===== src/rtl/secure_mem_gate.sv =====
`default_nettype none
// ============================================================================
// Module      : secure_mem_gate
// Description : Key-gated, pipelined access filter in front of a synchronous
//               memory. Addresses at or above PROT_BASE are scrambled on write
//               and descrambled on read, but only while the unlock FSM is
//               UNLOCKED. Repeated bad keys lead to a timed lockout.
// Revision    : 1.0 - initial release
// ============================================================================
module secure_mem_gate #(
    parameter int                DATA_W      = 32,
    parameter int                ADDR_W      = 10,
    parameter int                KEY_W       = 16,
    parameter logic [KEY_W-1:0]  KEY_VALUE   = 16'h0032,
    parameter int                PROT_BASE   = 129,
    parameter int                MAX_FAIL    = 3,
    parameter int                LOCK_CYCLES = 256
) (
    input  logic              clk,
    input  logic              rst_n,
    input  logic              key_valid,
    input  logic [KEY_W-1:0]  key_in,
    input  logic              lock_req,
    input  logic              wr_valid,
    input  logic [ADDR_W-1:0] wr_addr,
    input  logic [DATA_W-1:0] wr_data,
    input  logic              rd_valid,
    input  logic [ADDR_W-1:0] rd_addr,
    output logic              mem_wr_en,
    output logic [ADDR_W-1:0] mem_wr_addr,
    output logic [DATA_W-1:0] mem_wr_data,
    output logic              mem_rd_en,
    output logic [ADDR_W-1:0] mem_rd_addr,
    input  logic [DATA_W-1:0] mem_rd_data,
    output logic              rd_data_vld,
    output logic [DATA_W-1:0] rd_data,
    output logic              unlocked,
    output logic              locked_out,
    output logic              viol
);

    // Multiplicative inverse of 3 modulo 2^DATA_W, built in a wider word so
    // the (2^k + 1) / 3 division does not overflow.
    function automatic logic [DATA_W-1:0] f_inv3();
        logic [DATA_W+1:0] t;
        t = '0;
        if ((DATA_W % 2) == 0) t[DATA_W+1] = 1'b1;
        else                   t[DATA_W]   = 1'b1;
        t[0] = 1'b1;
        t = t / (DATA_W+2)'(3);
        return t[DATA_W-1:0];
    endfunction

    localparam int                c_fail_w      = $clog2(MAX_FAIL + 1);
    localparam int                c_timer_w     = $clog2(LOCK_CYCLES + 1);
    localparam logic [c_fail_w-1:0]  c_fail_last   = c_fail_w'(MAX_FAIL - 1);
    localparam logic [c_timer_w-1:0] c_lock_cycles = c_timer_w'(LOCK_CYCLES);
    localparam logic [c_timer_w-1:0] c_timer_one   = c_timer_w'(1);
    localparam logic [ADDR_W-1:0] c_prot_base   = ADDR_W'(PROT_BASE);
    localparam logic [DATA_W-1:0] c_two         = DATA_W'(2);
    localparam logic [DATA_W-1:0] c_three       = DATA_W'(3);
    localparam logic [DATA_W-1:0] c_nine        = DATA_W'(9);
    localparam logic [DATA_W-1:0] c_inv3        = f_inv3();

    // Forward transform: subtract 3, xor 2, add 9, multiply by 3.
    function automatic logic [DATA_W-1:0] f_scramble(input logic [DATA_W-1:0] d);
        logic [DATA_W-1:0] t;
        t = (d - c_three) ^ c_two;
        t = t + c_nine;
        return t * c_three;
    endfunction

    // Inverse transform, undoing each forward step in reverse order.
    function automatic logic [DATA_W-1:0] f_descramble(input logic [DATA_W-1:0] e);
        logic [DATA_W-1:0] t;
        t = e * c_inv3;
        t = (t - c_nine) ^ c_two;
        return t + c_three;
    endfunction

    typedef enum logic [1:0] {
        ST_LOCKED   = 2'd0,
        ST_UNLOCKED = 2'd1,
        ST_LOCKOUT  = 2'd2
    } state_t;

    state_t                r_state, w_state_nxt;
    logic [c_fail_w-1:0]   r_fail_cnt, w_fail_nxt;
    logic [c_timer_w-1:0]  r_timer, w_timer_nxt;

    logic w_unl, w_wr_prot, w_rd_prot, w_wr_ok, w_rd_ok;
    logic r_s1_vld, r_s1_desc, r_s1_deny;
    logic r_s2_vld, r_s2_desc, r_s2_deny;

    // Access decisions use the registered (pre-edge) FSM state.
    assign w_unl      = (r_state == ST_UNLOCKED);
    assign w_wr_prot  = (wr_addr >= c_prot_base);
    assign w_rd_prot  = (rd_addr >= c_prot_base);
    assign w_wr_ok    = !w_wr_prot || w_unl;
    assign w_rd_ok    = !w_rd_prot || w_unl;
    assign unlocked   = (r_state == ST_UNLOCKED);
    assign locked_out = (r_state == ST_LOCKOUT);

    // FSM state, failure counter and lockout timer registers.
    always_ff @(posedge clk or negedge rst_n) begin
        if (!rst_n) begin
            r_state    <= ST_LOCKED;
            r_fail_cnt <= '0;
            r_timer    <= '0;
        end else begin
            r_state    <= w_state_nxt;
            r_fail_cnt <= w_fail_nxt;
            r_timer    <= w_timer_nxt;
        end
    end

    // Next-state logic: key attempts, relock requests and lockout countdown.
    always_comb begin
        w_state_nxt = r_state;
        w_fail_nxt  = r_fail_cnt;
        w_timer_nxt = r_timer;
        case (r_state)
            ST_LOCKED: begin
                if (key_valid) begin
                    if (key_in == KEY_VALUE) begin
                        w_state_nxt = ST_UNLOCKED;
                        w_fail_nxt  = '0;
                    end else if (r_fail_cnt == c_fail_last) begin
                        w_state_nxt = ST_LOCKOUT;
                        w_timer_nxt = c_lock_cycles;
                        w_fail_nxt  = '0;
                    end else begin
                        w_fail_nxt  = r_fail_cnt + 1'b1;
                    end
                end
            end
            ST_UNLOCKED: begin
                if (lock_req) w_state_nxt = ST_LOCKED;
            end
            ST_LOCKOUT: begin
                if (r_timer == c_timer_one) begin
                    w_state_nxt = ST_LOCKED;
                    w_timer_nxt = '0;
                end else begin
                    w_timer_nxt = r_timer - 1'b1;
                end
            end
            default: w_state_nxt = ST_LOCKED;
        endcase
    end

    // Write path: one-cycle registered pass-through or scramble; denied writes never reach memory.
    always_ff @(posedge clk or negedge rst_n) begin
        if (!rst_n) begin
            mem_wr_en   <= 1'b0;
            mem_wr_addr <= '0;
            mem_wr_data <= '0;
        end else begin
            mem_wr_en <= wr_valid && w_wr_ok;
            if (wr_valid && w_wr_ok) begin
                mem_wr_addr <= wr_addr;
                mem_wr_data <= w_wr_prot ? f_scramble(wr_data) : wr_data;
            end
        end
    end

    // Read request stage plus the access flags carried alongside each request.
    always_ff @(posedge clk or negedge rst_n) begin
        if (!rst_n) begin
            mem_rd_en   <= 1'b0;
            mem_rd_addr <= '0;
            r_s1_vld    <= 1'b0;
            r_s1_desc   <= 1'b0;
            r_s1_deny   <= 1'b0;
            r_s2_vld    <= 1'b0;
            r_s2_desc   <= 1'b0;
            r_s2_deny   <= 1'b0;
        end else begin
            mem_rd_en <= rd_valid && w_rd_ok;
            if (rd_valid && w_rd_ok) mem_rd_addr <= rd_addr;
            r_s1_vld  <= rd_valid;
            r_s1_desc <= rd_valid && w_rd_prot && w_unl;
            r_s1_deny <= rd_valid && !w_rd_ok;
            r_s2_vld  <= r_s1_vld;
            r_s2_desc <= r_s1_desc;
            r_s2_deny <= r_s1_deny;
        end
    end

    // Read result stage: memory data arrives alongside stage-2 flags.
    always_ff @(posedge clk or negedge rst_n) begin
        if (!rst_n) begin
            rd_data_vld <= 1'b0;
            rd_data     <= '0;
        end else begin
            rd_data_vld <= r_s2_vld;
            if (!r_s2_vld || r_s2_deny) rd_data <= '0;
            else if (r_s2_desc)         rd_data <= f_descramble(mem_rd_data);
            else                        rd_data <= mem_rd_data;
        end
    end

    // Violation pulse: any protected request issued while not unlocked.
    always_ff @(posedge clk or negedge rst_n) begin
        if (!rst_n) viol <= 1'b0;
        else        viol <= (wr_valid && !w_wr_ok) || (rd_valid && !w_rd_ok);
    end

endmodule
`default_nettype wire


===== config.mk =====
export PLATFORM = sky130hd
export DESIGN_NAME = secure_mem_gate
export DESIGN_NICKNAME = d
export VERILOG_FILES = /design/src/rtl/secure_mem_gate.sv
export SDC_FILE = /design/constraint.sdc
export NUM_CORES = 1
export LEC_CHECK = 0
export CAP_MARGIN = 20
export CELL_PAD_IN_SITES_DETAIL_PLACEMENT = 0
export CELL_PAD_IN_SITES_GLOBAL_PLACEMENT = 2
export CORE_AREA = 4 4 228 230
export DETAILED_ROUTE_END_ITERATION = 10
export DIE_AREA = 0 0 232 234
export GPL_TIMING_DRIVEN = 0
export PLACE_DENSITY_LB_ADDON = 0.1
export SYNTH_ARGS = -nofsm -noshare
export SYNTH_HDL_FRONTEND = slang
export SYNTH_SLANG_ARGS = --single-unit

===== constraint.sdc =====
create_clock -name clk -period 2.55 [get_ports clk]
set_clock_uncertainty 0.2 [all_clocks]
set_input_delay 0.51 -clock clk [delete_from_list [all_inputs] [get_ports clk]]
set_output_delay 0.51 -clock clk [all_outputs]
set_load 0.03 [all_outputs]

==> key figures <==
Status
  • Status: complete, but fails checks
  • Failing checks: antenna violations, negative setup slack

Floorplanning
  • Die Span Y: 234 um
  • Core Box Area: 49,860 sq um
  • Chip width: 232 um
  • Initial core utilization: 35.87%
  • Total I/O pin count: 196
  • Row cnt: 82
  • Die area: 54,290 sq um

Cells and area
  • Final Core Density: 52.60%
  • Area Overhead vs Synth: 46.62%
  • Share of cells above drive strength 1: 29.77%
  • Cell area after layout: 26,230 sq um
  • Fillers: 4,633
  • Fin nets: 2,948

Placed design
  • Detailed Place HPWL: 48,850 um
  • GP Congestion: 0.8728
  • Area post-placement: 22,230 sq um
  • Port buffer count: 181

CTS
  • Worst skew pair latency: 0.39 ns
  • Root Buffer: clkbuf_16
  • Max clock buf depth: 2
  • H-tree depth: 3
  • CTS Buf Count: 9
  • Worst-path clk slew: 0.08 ns
  • CTS tree: yes
  • Clock sinks: 107

Synthesis
  • Yosys top cell area share: 22.61%
  • Synth cell types: 82
  • Largest area contributor in the netlist: fa_1
  • Adder-cell share of the synthesized area: 38.91%
  • Synth Instances: 2,037
  • Post-synthesis sequential area ratio: 14.97%
  • Largest family of logic cells by synthesized area: adder cells
  • Mapped cell area: 17,890 sq um
  • Ys async rst share: 100.0%
  • Syn nets: 2,578
  • Most instantiated cells after synthesis: inv_1, ha_1, fa_1, nand2_1, nor2_1
  • Synth Area in Compound Gates: 12.68%
  • Top post-synthesis cells by area: fa_1, ha_1, dfrtp_1
  • Synthesized flop and latch total: 107
  • Synth Area per Inst: 8.781 sq um
  • Mux contribution to synthesized area: 1.728%
  • EDFF count, synth: 0
  • Post-synthesis simple-gate area fraction: 13.66%
  • YS warnings: 0
  • Synth Area in XOR/XNOR: 8.674%
  • Primary FF master, synth: dfrtp_1
  • Top-count cell post-synth: inv_1

Global routing
  • Largest net degree at the start of global routing: 91
  • Antenna violations before repair: 0
  • Gr usage total: 22.71%
  • Vias in the first global route: 16.33k
  • Gr ovfl total: 0
  • First-pass GRT wire length: 94,960 um

Routing
  • Final WL: 61,940 um
  • Pre-Repair DR Iteration Count: 4
  • Post-route ant nets: 1
  • Avg WL per Cell: 20.04 um
  • Vias: 15.54k
  • Vias per std cell: 5.027
  • Residual DRC: 0
  • Initial detailed-routing violation count: 594

Timing
  • Final setup margin: -4.536 ns
  • Max-Slew Margin vs Limit: 33.98%
  • Least-Margin Pin Slew: 0.9904 ns
  • Setup_tns: -140.95 ns
  • Setup violators final: 57
  • Final hold slack: 0.1547 ns
  • Fin crit share: 277.9%
  • Fin. max-slew vios: 0
  • Hold Vio Cnt, Final: 0
  • RSZ-0062 raised after global routing: yes
  • Fmax: 141.1 MHz
  • Crit path time final: 7.086 ns

Setup path
  • Worst Path Required: 2.63 ns
  • CP Data Arrival Time: 7.17 ns
  • R2R Setup Slk: -0.10 ns
  • Crit Reg-Reg Endpoint: rd_data[13]
  • Worst setup EP type: register
  • Crit Path Class: in -> reg
  • Worst r2r path cells: 4
  • Reg2reg start: r_s2_vld
  • CP max FO: 6
  • CP Launch Type: input port

Worst hold path
  • Min-delay src: r_s1_desc
  • HP Class: reg -> reg
  • Hold worst-path end: r_s2_desc
  • Hold path depth: 0

Job
  • Max cap viols: 0
==> repair_timing <==
action | 4_1_cts | 5_1_grt
pin swaps | 118 | 133
setup buffers | 99 | 79
setup endpoints to repair | 85 | 85
gates cloned | 0 | 3
hold endpoints to repair | 17 | 0
gates resized for setup | 413 | 225
hold buffers | 1 | 0
==> worst max path at each step <==
stage | start | to | slack [ns] | depth (start not counted)
after floorplan | mem_rd_data[15] | rd_data[29] | -4.24 | 24
after global placement | mem_rd_data[0] | rd_data[30] | -6.76 | 27
after detailed placement | mem_rd_data[15] | rd_data[30] | -6.11 | 25
after CTS | mem_rd_data[16] | rd_data[29] | -4.52 | 26
after global routing | mem_rd_data[18] | rd_data[29] | -4.82 | 26
final | mem_rd_data[17] | rd_data[29] | -4.54 | 26
==> through the flow <==
stage               instances  setup slack [ns]
floorplan                2037            -4.245
global placement         2890            -6.761
detailed placement       2893            -6.107
CTS                      3008            -4.522
global route             3084            -4.820
finish                   3091            -4.536
==> cell type report <==
| class | count | area [sq um] | share of cell area (%) |
|---|---|---|---|
| Timing Repair Buffer | 361 | 3612 | 13.77 |
| Sequential cell | 107 | 2678 | 10.21 |
| Clock buffer | 9 | 225.2 | 0.8587 |
| Antenna cell | 7 | 17.52 | 0.06679 |
| Tap cell | 672 | 840.8 | 3.206 |
| Timing Repair inverter | 1 | 5.005 | 0.01908 |
| Buffer | 54 | 399.1 | 1.522 |
| Multi-Input combinational cell | 1491 | 16900 | 64.42 |
| Inverter | 382 | 1464 | 5.582 |
| Clock inverter | 7 | 88.84 | 0.3387 |
==> registers in the layout, summed over array words and instances (netlist names), 2 cells and up <==
register / count
mem_rd_addr: 10
mem_wr_addr: 10
mem_wr_data: 32
r_fail_cnt: 2
r_state: 2
r_timer: 9
rd_data: 32
==> metal layers <==
| metal | global-route usage, % | part of all wire (%) |
|---|---|---|
| met5 | 0 | 0 |
| met4 | 4.072 | 1.4 |
| met3 | 2.199 | 2.5 |
| met2 | 39.53 | 49 |
| met1 | 31.27 | 47 |
==> cells in the final DEF, fill, tap and decap left out, drive strengths merged, types with 5 or more instances in the layout <==
cell type and n:
a211o 6, a211oi 25, a21o 29, a21oi 95
a311oi 5, a31o 6, a31oi 9, and2 15
and3 16, buf 230, clkbuf 41, clkdlybuf4s50 142
dfrtp 107, diode 7, dlygate4sd2 5, fa 202
ha 233, inv 384, mux2 7, mux2i 23
nand2 175, nand2b 18, nand3 40, nand3b 6
nand4 9, nor2 113, nor2b 11, nor3 33
nor4 21, o21a 12, o21ai 93, o21bai 10
o22ai 5, o31ai 9, or2 10, or3 8
xnor2 107, xor2 65
==> critical path: stages <==
cell	delay (ns)
buf_12	0.12
ha_4	0.26
inv_2	0.03
fa_2	0.57
fa_1	0.48
fa_2	0.56
inv_2	0.04
fa_1	0.54
fa_2	0.45
fa_1	0.51
inv_1	0.05
fa_1	0.49
inv_2	0.05
ha_4	0.30
and4_4	0.22
nor2b_4	0.15
o21ai_2	0.07
a21oi_4	0.25
nor3_4	0.09
nor4_4	0.25
buf_4	0.17
nand4bb_4	0.14
nor4_4	0.36
nand2_1	0.11
xor2_1	0.14
a211oi_1	0.23
==> kinds of logic after synthesis <==
group / count (synthesis)
AOI/OAI and AO/OA: 353
xor gates and xnor gates: 174
adders and majority gates: 435
buffers and inverters: 439
DFF: 107
muxes: 30
and+or+nand+nor: 499
Power is not shown: default switching activity piles up to over one toggle a cycle in this logic, so the estimate is an artifact.
==> RTL edit 1: new RTL, same flow settings <==
The parameter `LOCK_CYCLES` goes from 256 to 512.
--- a/src/rtl/secure_mem_gate.sv
+++ b/src/rtl/secure_mem_gate.sv
@@ -14,7 +14,7 @@
     parameter logic [KEY_W-1:0]  KEY_VALUE   = 16'h0032,
     parameter int                PROT_BASE   = 129,
     parameter int                MAX_FAIL    = 3,
-    parameter int                LOCK_CYCLES = 256
+    parameter int                LOCK_CYCLES = 512
 ) (
     input  logic              clk,
     input  logic              rst_n,
Behaviour: no difference found for any inputs over 10 cycles, from zero or initial values and one cycle with rst_n low; that may be too few to reach the edited logic, so the function may still have changed.
==> RTL edit 1 against the unedited design <==
- the flow finishes with violations (negative setup slack)
- register-to-register slack gained 0.24 ns
- worst setup slack gained 0.0070 ns
- synthesized area grew 1.2%
- sequential cell count grew 1
- wire length grew 2.8%
- synthesized cell count grew 0.98%
- core utilization grew 1.6 points
- final area grew 3.1%
- non-clock buffer count grew 67
Power is not shown: default switching activity piles up to over one toggle a cycle in this logic, so the estimate is an artifact.
==> RTL edit 1: results (changes against the unedited design) <==
[drt]
vias=15900  ; +2.7%
wl_met3_um=1920  ; +23%
ant_nets=0  ; -1
initialDrtViolationCount=573  ; -3.5%
wl_met2_um=32100  ; +4.6%
drt-met1-wl_um=27900  ; -3.5%
highest_layer=met4
dr.pass1.iters=5  ; +1
wirelength_um=63700  ; +2.8%

[worst_hold_path]
hold_end=r_s2_deny
hp-start=r_s1_deny

[clocking]
cts_resized=564  ; +37%
clk-insertion-delay-late_ns=0.40
post_cts_buffers=169  ; +71%

[final_layout]
n_all_inverters=373  ; -2.6%
reg.largest.list=mem_wr_data x32, rd_data x32
num-multi-input-gates=1515  ; +1.6%
clock_area_share_pct=1.12  ; -0.078 points
nonClkBufAreaFrac_pct=17.4  ; +2.1 points
num-nets-final=3030  ; +2.8%
antennaDiodeCount=0  ; -7
n_all_buffers=482  ; +16%
multi_input_area_mm2=0.0171  ; +0.98%
drive_above_1_share_pct=32.6  ; +2.8 points
sh_seq_area_pct=9.99  ; -0.21 points
fillers=4585  ; -1.0%

[critical_path]
critPathArrivalTime_ns=7.15  ; -0.02 ns
reg2reg_to=rd_data[8]
r2r-start=r_s2_desc
crit_end=rd_data[31]
critical_path_peak_fanout=8  ; +2
crit_start=mem_rd_data[18]
crit_slowest_cell=fa_1
rrSetupSlack_ns=0.14  ; +0.24 ns

[global_route]
grt_pass1_wl_um=98400  ; +3.6%
grt_pass1_vias=16900  ; +3.5%
grt_usage_pct=23.5  ; +0.84 points
grt_start_max_net_pins=65  ; -29%

[synthesis]
syn_nets=2598  ; +0.78%
yosysSeqAreaShare_pct=14.9  ; -0.042 points
synthTopCellsByCount=inv_1 (371), ha_1 (233), fa_1 (202), nand2_1 (177), nor2_1 (114)
yosysUniqueCellTypes=92  ; +12%
synth_seq_cells=108  ; +0.93%
synth.area.top_cells=fa_1 (22%), ha_1 (16%), dfrtp_1 (15%)

[timing]
setup_slack_ns=-4.53  ; +0.00698 ns
setup_viol=57  ; unchanged
relSlewSlack_pct=39.4  ; +5.5 points
setup_tns_ns=-147.95  ; -6.99 ns
drv_slew=0  ; unchanged

[placement]
dp_hpwl_um=50300  ; +3.1%
place_congestion=0.878  ; +0.63%
io_buffers=182  ; +0.55%

[outcome]
violations=negative setup slack
outcome=finished with violations

-- RTL edit 1: cells by family after synthesis --
| kind of cell | synth area share (%) |
|---|---|
| and+or+nand+nor | 14.2 |
| adders and majority gates | 38.4 |
| AOI/OAI and AO/OA | 13.5 |
| xor gates and xnor gates | 8.33 |
| DFF | 14.9 |
| buffers and inverters | 9.74 |
| muxes | 0.864 |
-- RTL edit 1: per-stage QoR --
step / cell area [um2] / utilization, % / cells / hold slack [ns] / setup WS, ns
after global routing: 27000 / 54.2 / 3166 / 0.166 / -4.73
after global placement: 22100 / 44.4 / 2911 / 0.133 / -6.68
after detailed placement: 22200 / 44.5 / 2915 / 0.136 / -6.36
final: 27000 / 54.2 / 3166 / 0.153 / -4.53
after CTS: 25700 / 51.5 / 3096 / 0.154 / -4.64
after floorplan: 19500 / - / 2057 / 0.0144 / -4.45
-- RTL edit 1: layer usage --
layer,track usage [%],vias up
li1,-,7679
met1,31.0,7889
met2,41.4,300
met3,2.10,81
met4,6.93,0
met5,0,-
==> RTL edit 2: new RTL, same settings <==
Made on the original files. Register the output `mem_wr_addr` once more; this adds one clock of latency there. The other outputs are not delayed to match.
--- a/src/rtl/secure_mem_gate.sv
+++ b/src/rtl/secure_mem_gate.sv
@@ -39,6 +39,8 @@
     output logic              viol
 );
 
+    logic [ADDR_W-1:0] mem_wr_addr_s0;
+
     // Multiplicative inverse of 3 modulo 2^DATA_W, built in a wider word so
     // the (2^k + 1) / 3 division does not overflow.
     function automatic logic [DATA_W-1:0] f_inv3();
@@ -153,12 +155,12 @@
     always_ff @(posedge clk or negedge rst_n) begin
         if (!rst_n) begin
             mem_wr_en   <= 1'b0;
-            mem_wr_addr <= '0;
+            mem_wr_addr_s0 <= '0;
             mem_wr_data <= '0;
         end else begin
             mem_wr_en <= wr_valid && w_wr_ok;
             if (wr_valid && w_wr_ok) begin
-                mem_wr_addr <= wr_addr;
+                mem_wr_addr_s0 <= wr_addr;
                 mem_wr_data <= w_wr_prot ? f_scramble(wr_data) : wr_data;
             end
         end
@@ -206,6 +208,10 @@
         else        viol <= (wr_valid && !w_wr_ok) || (rd_valid && !w_rd_ok);
     end
 
+    always_ff @(posedge clk) begin
+        mem_wr_addr <= mem_wr_addr_s0;
+    end
+
 endmodule
 `default_nettype wire
 
Formal check against the unedited RTL: not equivalent (a bounded check fails within 4 cycles, from zero or initial values and one cycle with rst_n low).
==> RTL edit 2 against the unedited design <==
- the flow finishes with violations (negative setup slack)
- final area rose by 3.7%
- sequential cell count rose by 10
- core utilization rose by 1.9 points
- synthesized area rose by 2.7%
- maximum frequency fell by 1.7%
- worst setup slack got worse by 0.12 ns
- wire length rose by 5.6%
- critical endpoint is now rd_data[31]
Power is left out: the tool's default activity adds up to more than one toggle a clock period on the data nets, which glitch-free logic cannot reach.
==> RTL edit 2: results (changes against the unedited design) <==
[critical_path]
r2r_cells=7  ; +3
crit_start=mem_rd_data[12]
crit_end=rd_data[31]
critical_path_peak_fanout=5  ; -1
critPathArrivalTime_ns=7.35  ; +0.18 ns
reg2reg_to=r_timer[4]
rrSetupSlack_ns=0.21  ; +0.31 ns

[global_route]
grt_pass1_wl_um=100000  ; +5.3%
grt_start_max_net_pins=89  ; -2.2%
grt_util_met2_pct=43.7  ; +4.1 points
grt_pass1_vias=17300  ; +5.8%
use_met3_pct=3.41  ; +1.2 points
grt_usage_pct=24.0  ; +1.3 points

[worst_hold_path]
hp-start=wr_data[11]
hold_class=in -> reg
hold_end=mem_wr_data[11]
min_path_cells=3  ; +3

[placement]
dp_hpwl_um=51400  ; +5.2%
dp_slack_ns=-6.81  ; -0.708 ns
io_buffers=186  ; +2.8%
place_congestion=0.890  ; +1.9%
dp.cells=2952  ; +2.0%
placed_area_mm2=0.0221  ; -0.77%

[clocking]
cts_made_buffers=17  ; +8
clk-insertion-delay-late_ns=0.47  ; +0.08 ns
cts_max_level=4  ; +1
path_clk_slew_ns=0.06  ; -0.02 ns
cts_resized=513  ; +24%

[drt]
drt-met1-wl_um=27300  ; -5.3%
wl_per_cell_um=20.4  ; +1.8%
dr.pass1.iters=5  ; +1
initialDrtViolationCount=738  ; +24%
wl_met3_um=2160  ; +38%
vias=16300  ; +5.0%
ant_nets=0  ; -1

[final_layout]
n_all_buffers=470  ; +13%
antennaDiodeCount=1  ; -6
n_all_inverters=385  ; +0.52%
nClkBuffers=19  ; +10
area_delta_synth_final_pct=48.1
num-multi-input-gates=1530  ; +2.6%
fillers=4611  ; -0.47%
num-nets-final=3062  ; +3.9%
multi_input_area_mm2=0.0170  ; +0.63%
drive_above_1_share_pct=32.0  ; +2.2 points
stdcell_count=3207  ; +3.8%

[timing]
whs_ns=0.146  ; -0.00826 ns
setup_viol=57  ; unchanged
setup_tns_ns=-140.52  ; +0.434 ns
setup_slack_ns=-4.66  ; -0.120 ns

[synthesis]
syn_nets=2632  ; +2.1%
yosysUniqueCellTypes=98  ; +20%
synth.area.top_cells=fa_1 (22%), ha_1 (16%), dfrtp_1 (15%)
synthTopCellsByCount=inv_1 (383), ha_1 (233), fa_1 (202), nand2_1 (181), a21oi_1 (110)
muxShareOfSynthArea_pct=0.613  ; -1.1 points
synth-compound-area-share_pct=14.1  ; +1.4 points
async_reset_ff_share_pct=91.5  ; -8.5 points

[outcome]
violations=negative setup slack
outcome=finished with violations

==> RTL edit 2: changes by cell type in the layout (fill, tap and decap cells not counted), sizes merged, moves of 8 or more <==
cell,delta
nor3,+8
mux2i,-14
dfxtp,+10
a31oi,+10
o21ai,-11
nand4,+15
buf,+45
a21oi,+16
xnor2,-9
a211oi,+9
clkbuf,+17
==> RTL edit 2: worst max-delay path: stages <==
cell and delay, ns:
buf_16 0.12, ha_4 0.28, inv_2 0.04, fa_2 0.58
fa_2 0.48, fa_2 0.56, inv_2 0.04, fa_1 0.51
fa_2 0.45, fa_1 0.57, inv_2 0.06, fa_1 0.52
inv_2 0.06, ha_4 0.16, a21oi_4 0.15, nand2_1 0.06
or3_4 0.34, o211ai_4 0.22, or4b_4 0.49, o311a_4 0.17
nor4b_4 0.31, nand4_1 0.19, buf_4 0.20, nor4_4 0.20
nor3_1 0.08
